### config.mk
export PLATFORM = sky130hd
export DESIGN_NAME = if_fetch_unit
export DESIGN_NICKNAME = d
export VERILOG_FILES = /design/src/rtl/simplerisc_pkg.sv /design/src/rtl/fetch_hold_buf.sv /design/src/rtl/if_fetch_unit.sv
export SDC_FILE = /design/constraint.sdc
export NUM_CORES = 1
export LEC_CHECK = 0
export CORE_ASPECT_RATIO = 1.5
export CORE_MARGIN = 5
export CORE_UTILIZATION = 59
export CTS_CLUSTER_SIZE = 25
export DETAILED_ROUTE_END_ITERATION = 6
export PLACE_DENSITY = 0.95
export SKIP_LAST_GASP = 1
export SYNTH_ARGS = -nofsm -noshare
export SYNTH_HDL_FRONTEND = slang
export SYNTH_SLANG_ARGS = --single-unit
### constraint.sdc
create_clock -name clk -period 20.9 [get_ports clk]
set_input_delay 4.18 -clock clk [delete_from_list [all_inputs] [get_ports clk]]
set_output_delay 4.18 -clock clk [all_outputs]
set_load 0.01 [all_outputs]
### src/rtl/simplerisc_pkg.sv
// Shared SimpleRISC definitions: datapath width, the NOP encoding and the
// fetch-stage state type.
package simplerisc_pkg;

    localparam int unsigned XLEN       = 32;
    localparam int unsigned OPCODE_MSB = 31;
    localparam int unsigned OPCODE_LSB = 27;

    // opcode 01101 with all operand fields zero
    localparam logic [XLEN-1:0] NOP_INST = 32'h6800_0000;

    typedef enum logic [1:0] {
        IDLE  = 2'd0,
        FETCH = 2'd1,
        HOLD  = 2'd2
    } fetch_state_e;

    function automatic logic [OPCODE_MSB-OPCODE_LSB:0] opcode_of(input logic [XLEN-1:0] inst);
        return inst[OPCODE_MSB:OPCODE_LSB];
    endfunction

endpackage

### src/rtl/fetch_hold_buf.sv
// Single-entry skid register parking a fetched word (and its PC) while the
// downstream latch is stalled.
module fetch_hold_buf
    import simplerisc_pkg::*;
(
    input  logic            clk,
    input  logic            rst,
    input  logic            load,
    input  logic            unload,
    input  logic            flush,
    input  logic [XLEN-1:0] load_inst,
    input  logic [XLEN-1:0] load_pc,
    output logic            hold_valid,
    output logic [XLEN-1:0] hold_inst,
    output logic [XLEN-1:0] hold_pc
);

    logic            valid_q, valid_d;
    logic [XLEN-1:0] inst_q, inst_d;
    logic [XLEN-1:0] pc_q, pc_d;

    // flush (branch) wins over a same-cycle load
    always_comb begin
        valid_d = valid_q;
        inst_d  = inst_q;
        pc_d    = pc_q;
        if (flush) begin
            valid_d = 1'b0;
        end else if (load) begin
            valid_d = 1'b1;
            inst_d  = load_inst;
            pc_d    = load_pc;
        end else if (unload) begin
            valid_d = 1'b0;
        end
    end

    always_ff @(posedge clk or posedge rst) begin
        if (rst) begin
            valid_q <= 1'b0;
            inst_q  <= NOP_INST;
            pc_q    <= '0;
        end else begin
            valid_q <= valid_d;
            inst_q  <= inst_d;
            pc_q    <= pc_d;
        end
    end

    assign hold_valid = valid_q;
    assign hold_inst  = inst_q;
    assign hold_pc    = pc_q;

endmodule

### src/rtl/if_fetch_unit.sv
// SimpleRISC instruction-fetch stage: owns the PC, runs the imem req/ack
// handshake and drives the IF/OF latch inputs, honouring stall and redirect.
module if_fetch_unit
    import simplerisc_pkg::*;
#(
    parameter logic [31:0] RESET_PC = 32'h0000_0000,
    parameter int unsigned PC_STEP  = 4
) (
    input  logic        clk,
    input  logic        reset,
    input  logic        stop,
    input  logic        branch_taken,
    input  logic [31:0] branch_pc,
    output logic        imem_req,
    output logic [31:0] imem_addr,
    input  logic        imem_ack,
    input  logic [31:0] imem_rdata,
    output logic [31:0] inst_IF,
    output logic [31:0] pc_IF,
    output logic        valid_IF
);

    fetch_state_e    state_q, state_d;
    logic [XLEN-1:0] pc_q, pc_d;
    logic [XLEN-1:0] redir_q, redir_d;
    logic            squash_q, squash_d;
    logic [XLEN-1:0] inst_q, inst_d;
    logic [XLEN-1:0] pcif_q, pcif_d;
    logic            valid_q, valid_d;

    logic            hb_load, hb_unload, hb_flush;
    logic            hold_valid;
    logic [XLEN-1:0] hold_inst, hold_pc;

    fetch_hold_buf u_hold (
        .clk        (clk),
        .rst        (reset),
        .load       (hb_load),
        .unload     (hb_unload),
        .flush      (hb_flush),
        .load_inst  (imem_rdata),
        .load_pc    (pc_q),
        .hold_valid (hold_valid),
        .hold_inst  (hold_inst),
        .hold_pc    (hold_pc)
    );

    always_comb begin
        state_d   = state_q;
        pc_d      = pc_q;
        redir_d   = redir_q;
        squash_d  = squash_q;
        inst_d    = inst_q;
        pcif_d    = pcif_q;
        valid_d   = valid_q;
        hb_load   = 1'b0;
        hb_unload = 1'b0;
        hb_flush  = 1'b0;

        // an unstalled cycle that produces no word presents a bubble
        if (!stop) begin
            inst_d  = NOP_INST;
            pcif_d  = '0;
            valid_d = 1'b0;
        end

        if (branch_taken) begin
            inst_d   = NOP_INST;
            pcif_d   = '0;
            valid_d  = 1'b0;
            hb_flush = 1'b1;
            state_d  = FETCH;
            // An outstanding request must keep its address until acked, so the
            // target waits in redir_q and becomes the PC on the discarded ack.
            if (state_q == FETCH && !imem_ack) begin
                squash_d = 1'b1;
                redir_d  = branch_pc;
            end else begin
                squash_d = 1'b0;
                pc_d     = branch_pc;
            end
        end else begin
            case (state_q)
                IDLE: state_d = FETCH;
                FETCH: begin
                    if (imem_ack) begin
                        if (squash_q) begin
                            squash_d = 1'b0;
                            pc_d     = redir_q;
                        end else if (stop) begin
                            hb_load = 1'b1;
                            pc_d    = pc_q + XLEN'(PC_STEP);
                            state_d = HOLD;
                        end else begin
                            inst_d  = imem_rdata;
                            pcif_d  = pc_q;
                            valid_d = 1'b1;
                            pc_d    = pc_q + XLEN'(PC_STEP);
                        end
                    end
                end
                HOLD: begin
                    if (!stop) begin
                        if (hold_valid) begin
                            inst_d  = hold_inst;
                            pcif_d  = hold_pc;
                            valid_d = 1'b1;
                        end
                        hb_unload = 1'b1;
                        state_d   = FETCH;
                    end
                end
                default: state_d = IDLE;
            endcase
        end
    end

    always_ff @(posedge clk or posedge reset) begin
        if (reset) begin
            state_q  <= IDLE;
            pc_q     <= RESET_PC;
            redir_q  <= '0;
            squash_q <= 1'b0;
            inst_q   <= NOP_INST;
            pcif_q   <= '0;
            valid_q  <= 1'b0;
        end else begin
            state_q  <= state_d;
            pc_q     <= pc_d;
            redir_q  <= redir_d;
            squash_q <= squash_d;
            inst_q   <= inst_d;
            pcif_q   <= pcif_d;
            valid_q  <= valid_d;
        end
    end

    assign imem_req  = (state_q == FETCH);
    assign imem_addr = pc_q;
    assign inst_IF   = inst_q;
    assign pc_IF     = pcif_q;
    assign valid_IF  = valid_q;

endmodule

==> impl_metrics.json, run 1 <==
{
  "cts_tree": "done",
  "ys.flop_type": "dfrtp_1",
  "ys.warnings.count": 0,
  "cts_buffer_depth": 2,
  "synth_edf_count": 0,
  "crit_path_end_kind": "register",
  "drc": 0,
  "drv_cap": 0,
  "finalSetupViolations": 0,
  "p_comb_frac": 0.317,
  "final-hold-violation-count": 0,
  "cts_setup_buffers": 0,
  "outcome": "completed",
  "ys_ff_latch": 197,
  "hold_ws_ns": 0.501,
  "rsz0062_at_grt": "no",
  "synthArstFlopShare": 1.00,
  "synth_area_leaders": "dfrtp_1 (46%), mux2_2 (11%), a22o_1 (9.6%), a22oi_1 (4.8%), a21oi_1 (4.4%)",
  "postCtsHoldBufs": 0,
  "antenna_left": 0,
  "peakVddDrop_mv": 0.0895,
  "powerDensity_mw_per_mm2": 110,
  "slew_violations": 0,
  "fillers": 1202,
  "grt_max_degree": 117,
  "skew_ns": 0.00916,
  "grt_pass1_vias": 9094,
  "sw_frac_of_total": 0.350,
  "final_cells": 1325,
  "holdCritPathClass": "register to register",
  "p_seq_frac": 0.454,
  "place_congestion": 0.815,
  "portBuffers": 166,
  "wl_mm": 29.1,
  "p_int_w": 0.000898,
  "wire_per_inst_um": 22.0,
  "worstPathArrival_ns": 6.80,
  "yosys.area.top_type": "dfrtp_1",
  "drt_first_iter_violations": 1197,
  "layout-drive-gt1-share": 0.151,
  "dp_hpwl_mm": 18.0,
  "antenna_found_initial": 0,
  "synth_nets": 1078,
  "crit_path_start_kind": "primary input",
  "syn_area_per_cell_um2": 10.4,
  "cts_buffers": 17,
  "multiInputGateArea_mm2": 0.00504,
  "area_growth_pct": 21.3,
  "overflow": 0,
  "cts_root_buffer": "clkbuf_16",
  "die_h_um": 173,
  "crit_type": "primary input to register",
  "timing.final.crit_period_ns": 6.48,
  "regArea_mm2": 0.00494,
  "tns_ns": 0,
  "synth_area_mm2": 0.0104,
  "initial_utilization": 0.599,
  "vias_per_cell": 6.88,
  "synth_top_area_share": 0.460,
  "fmax_mhz": 154,
  "dr.pass1.iters": 6,
  "place_inst": 1294,
  "boundaryPins": 167,
  "track_usage": 0.275,
  "final_common_cell": "dfrtp_1",
  "final.period_utilization": 0.310,
  "clock_power_share": 0.229,
  "clk_pin_slew_ns": 0.07,
  "clock_tree.htree_level_count": 4,
  "critPathRequiredTime_ns": 21.21,
  "clk_latency_ns": 0.43,
  "synthesis.instances": 1004,
  "grt_pass1_wl_mm": 46.7,
  "max_slew_margin": 0.300,
  "core-area_mm2": 0.0173,
  "worstPathMaxFanout": 50,
  "die_w_um": 118,
  "die-area_mm2": 0.0204,
  "p_leak_nw": 5.11,
  "nNetsFinal": 1174,
  "synthDistinctLibCells": 58,
  "rows": 59,
  "ys_seq_area_frac": 0.475,
  "final_cell_mix": "dfrtp_1 (191), clkdlybuf4s50_1 (164), a22o_1 (114), mux2_2 (97), a21oi_1 (92)",
  "antenna_cells": 0,
  "vias": 9116,
  "clock_sinks": 197,
  "tightest_slew_ns": 1.05,
  "ctsResizeCount": 0,
  "power_switching_w": 0.000485
}
[critical path, cell delays in order]
cell and delay, ns:
buf_4 0.30, inv_1 0.11, buf_4 0.31, nand2_1 0.25, nor2_4 0.56, buf_4 0.62, mux2_2 0.41
[cell usage after synthesis (all sizes together), types with 2 or more instances]
master    n
inv      12
nand3    12
a41oi     3
mux2i    10
buf      26
a22o    114
ha        5
nand2b    7
a21oi    92
nor3     65
nand4    10
a31oi     8
a22oi    67
dfstp     6
and4      3
nand2    48
nor2     30
dfrtp   191
o31a      4
xnor2     6
a21o      2
nor2b     5
o21ai    43
nor4      3
a211oi    3
mux2     97
o22ai     9
o21a      2
xor2      6
o211ai    3
clkbuf   76
a31o      4
o311ai    2
o31ai     4
and3     12
[per-layer routing]
layer,track usage,wire (µm),up-vias,part of all wire
met5,0,0,-,0
met4,0.153,1200,0,0.041
met3,0.0533,2190,99,0.075
met2,0.450,14600,524,0.50
met1,0.342,11100,4503,0.38
li1,-,-,3990,-
[kinds of logic (layout without fill, tap and decap cells)]
family / after synthesis / count (layout) / synth area share
adder cells (fa/ha/maj): 5 / 5 / 0.00602
AO/OA/AOI/OAI: 368 / 368 / 0.248
buffers and inverters: 114 / 222 / 0.0444
XOR/XNOR: 12 / 12 / 0.0101
multiplexers: 107 / 107 / 0.115
flip-flops: 197 / 197 / 0.475
AND/OR/NAND/NOR: 201 / 201 / 0.102
[flip-flops by register name (all words and copies together), names as in the netlist]
signal	count
pc_IF	32
valid_IF	1
u_hold.hold_inst	32
imem_addr	32
u_hold.hold_valid	1
redir_q	32
squash_q	1
u_hold.hold_pc	32
state_q	2
inst_IF	32
[path summary, 6_finish.rpt]
check	startpoint	to	slack [ns]	cells past startpoint
min reg2reg	redir_q[21]	redir_q[21]	0.50	1
max reg2reg	state_q[1]	u_hold.hold_inst[13]	17.98	6
max	branch_taken	u_hold.hold_inst[13]	14.42	7
max in group asynchronous	reset	u_hold.hold_pc[0]	14.98	3
min in group asynchronous	reset	inst_IF[22]	4.29	2
min	redir_q[21]	redir_q[21]	0.50	1
[power groups by stage]
stage / registers, W / logic [W] / clock network, W
final: 0.000628 / 0.000439 / 0.000316
after CTS: 0.000623 / 0.000438 / 0.000319
after global routing: 0.000641 / 0.000475 / 0.000333
after detailed placement: 0.000628 / 0.000434 / 0
after floorplan: 0.000594 / 0.000287 / 0
after global placement: 0.000619 / 0.000414 / 0
[area by class of cell]
cell class,instances,share of cell area
Multi-Input combinational cell,693,0.400
Sequential cell,197,0.391
Timing Repair Buffer,179,0.139
Clock buffer,20,0.0362
Tap cell,213,0.0211
Clock inverter,11,0.00813
Inverter,12,0.00417
[metrics by stage]
step | total power, W | instance area (µm²) | util | worst slack [ns]
floorplan | 0.000881 | 10400 | - | 11.36
global placement | 0.00103 | 12100 | 0.695 | 14.04
detailed placement | 0.00106 | 12100 | 0.695 | 13.99
CTS | 0.00138 | 12600 | 0.727 | 14.44
global route | 0.00145 | 12600 | 0.727 | 14.29
finish | 0.00138 | 12600 | 0.727 | 14.42
(Power assumes the default switching activity.)
==> run 2: changes to the inputs <==
Settings changed: CORE_UTILIZATION 59 to 49, PLACE_DENSITY 0.95 to 0.87.
Clock period 20.9 ns to 5.7 ns, I/O delays scaled along.
==> run 2 against run 1 <==
Effect of this change: first-iteration DRC count shrank 33%; sequential cell count is the same; clock-buffer cell count rose by 2; critical path depth unchanged; total power increased to 3.7 times the previous value; clock skew down 0.0021 ns; sequential power rose to 3.6 times the previous value; register-to-register slack lost 15 ns; sequential share of layout area decreased by 0.34 points; non-clock buffer count is 1 higher; hold slack worse by 0.0031 ns; largest power group unchanged.
==> impl_metrics.json, run 2 (same netlist as run 1, synthesis figures left out) <==
{
  "outcome": "completed",
  "p_leak_nw": 5.12,
  "utilization": 0.607,
  "r2r_start": "squash_q",
  "reg2reg_depth": 7,
  "slew_violations": 0,
  "worstPathCellList": "clkdlybuf4s50_1 -> nor2b_1 -> nor2b_4 -> buf_4 -> a22o_1 -> a22oi_1 -> nor3_1",
  "die-area_mm2": 0.0243,
  "area_growth_pct": 22.4,
  "worstPathMaxFanout": 40,
  "hold_start": "redir_q[24]",
  "cts_tree": "done",
  "overflow": 0,
  "vias": 8987,
  "wl_mm": 29.0,
  "tns_ns": 0,
  "timing.final.crit_period_ns": 3.61,
  "p_seq_frac": 0.451,
  "antenna_found_initial": 0,
  "drv_cap": 0,
  "cts_buffer_depth": 2,
  "powerDensity_mw_per_mm2": 398,
  "track_usage": 0.240,
  "antenna_left": 0,
  "dr.pass1.iters": 5,
  "sw_frac_of_total": 0.347,
  "crit_path_start_kind": "primary input",
  "die_w_um": 129,
  "clock_sinks": 197,
  "rows": 65,
  "antenna_cells": 0,
  "r2r_slack_ns": 2.79,
  "clock_tree.htree_level_count": 4,
  "final.period_utilization": 0.634,
  "clock_power_share": 0.233,
  "p_int_w": 0.00331,
  "fmax_mhz": 277,
  "final_common_cell": "dfrtp_1",
  "clk_pin_slew_ns": 0.07,
  "final-hold-violation-count": 0,
  "tightest_slew_ns": 1.09,
  "nNetsFinal": 1175,
  "worstPathArrival_ns": 3.94,
  "finalSetupViolations": 0,
  "core-area_mm2": 0.0210,
  "p_comb_frac": 0.316,
  "vias_per_cell": 6.50,
  "rsz0062_at_grt": "no",
  "grt_pass1_wl_mm": 47.3,
  "hold_depth": 1,
  "initial_utilization": 0.496,
  "max_slew_margin": 0.271,
  "hold_ws_ns": 0.498,
  "slowest_delay_ns": 0.95,
  "ctsResizeCount": 0,
  "crit_type": "primary input to register",
  "cts_buffers": 17,
  "layout-drive-gt1-share": 0.152,
  "post-route-cell-area_mm2": 0.0127,
  "power_switching_w": 0.00176,
  "r2r-end": "inst_IF[12]",
  "place_area_mm2": 0.0122,
  "dp_hpwl_mm": 18.6,
  "die_h_um": 188,
  "grt_pass1_vias": 9334,
  "skew_ns": 0.00709,
  "postCtsHoldBufs": 0,
  "peakVddDrop_mv": 0.244,
  "cts_root_buffer": "clkbuf_16",
  "grt_max_degree": 120,
  "crit_path_end_kind": "register",
  "holdCritPathClass": "register to register",
  "clk_latency_ns": 0.44,
  "boundaryPins": 167,
  "critPathRequiredTime_ns": 6.03,
  "crit_slowest_cell": "nor2b_4",
  "place_congestion": 0.822,
  "final_cell_mix": "dfrtp_1 (191), clkdlybuf4s50_1 (164), a22o_1 (114), mux2_2 (97), a21oi_1 (92)",
  "wire_per_inst_um": 21.0,
  "hold_end": "redir_q[24]",
  "cts_setup_buffers": 0,
  "drc": 0,
  "portBuffers": 166,
  "drt_first_iter_violations": 806
}
==> run 2: worst max-delay path, delay by kind of cell <==
kind,cells,cell delay [ns]
buf+inv,2,0.99
compound gates,2,0.25
simple gates,3,1.55
==> run 2: layout make-up <==
cell class | instances | area [µm²]
Tap cell | 268 | 335
Multi-Input combinational cell | 693 | 5040
Inverter | 12 | 48.8
Sequential cell | 197 | 4940
Timing Repair Buffer | 180 | 1790
Clock inverter | 10 | 98.8
Fill cell | 1706 | 8250
Clock buffer | 22 | 474
==> run 2: stage by stage <==
step,setup slack (ns),power (W),cells
floorplan,2.02,0.00323,1004
global placement,1.89,0.00380,1350
detailed placement,1.72,0.00390,1350
CTS,2.17,0.00508,1382
global route,1.94,0.00535,1382
finish,2.09,0.00507,1382
==> run 2: routing by layer <==
metal,GRT usage,routed length (µm),vias to the layer above
met5,0,0,-
met4,0.122,1230,0
met3,0.0457,2000,80
met2,0.408,14700,452
met1,0.285,11000,4461
li1,-,-,3994
==> run 2: worst max-delay path by stage <==
stage,start,endpoint,slack (ns),cells after the start
finish,imem_ack,inst_IF[12],2.09,7
CTS,imem_ack,inst_IF[12],2.17,7
global route,imem_ack,inst_IF[15],1.94,7
floorplan,reset,imem_addr[0],2.02,1
detailed placement,imem_ack,inst_IF[12],1.72,7
global placement,imem_ack,u_hold.hold_inst[0],1.89,6
==> run 2: power by group through the flow <==
stage / registers, W / logic [W] / clock network [W]
floorplan: 0.00218 / 0.00105 / 0
global placement: 0.00226 / 0.00154 / 0
detailed placement: 0.00230 / 0.00160 / 0
CTS: 0.00227 / 0.00161 / 0.00120
global route: 0.00234 / 0.00176 / 0.00125
finish: 0.00229 / 0.00160 / 0.00118
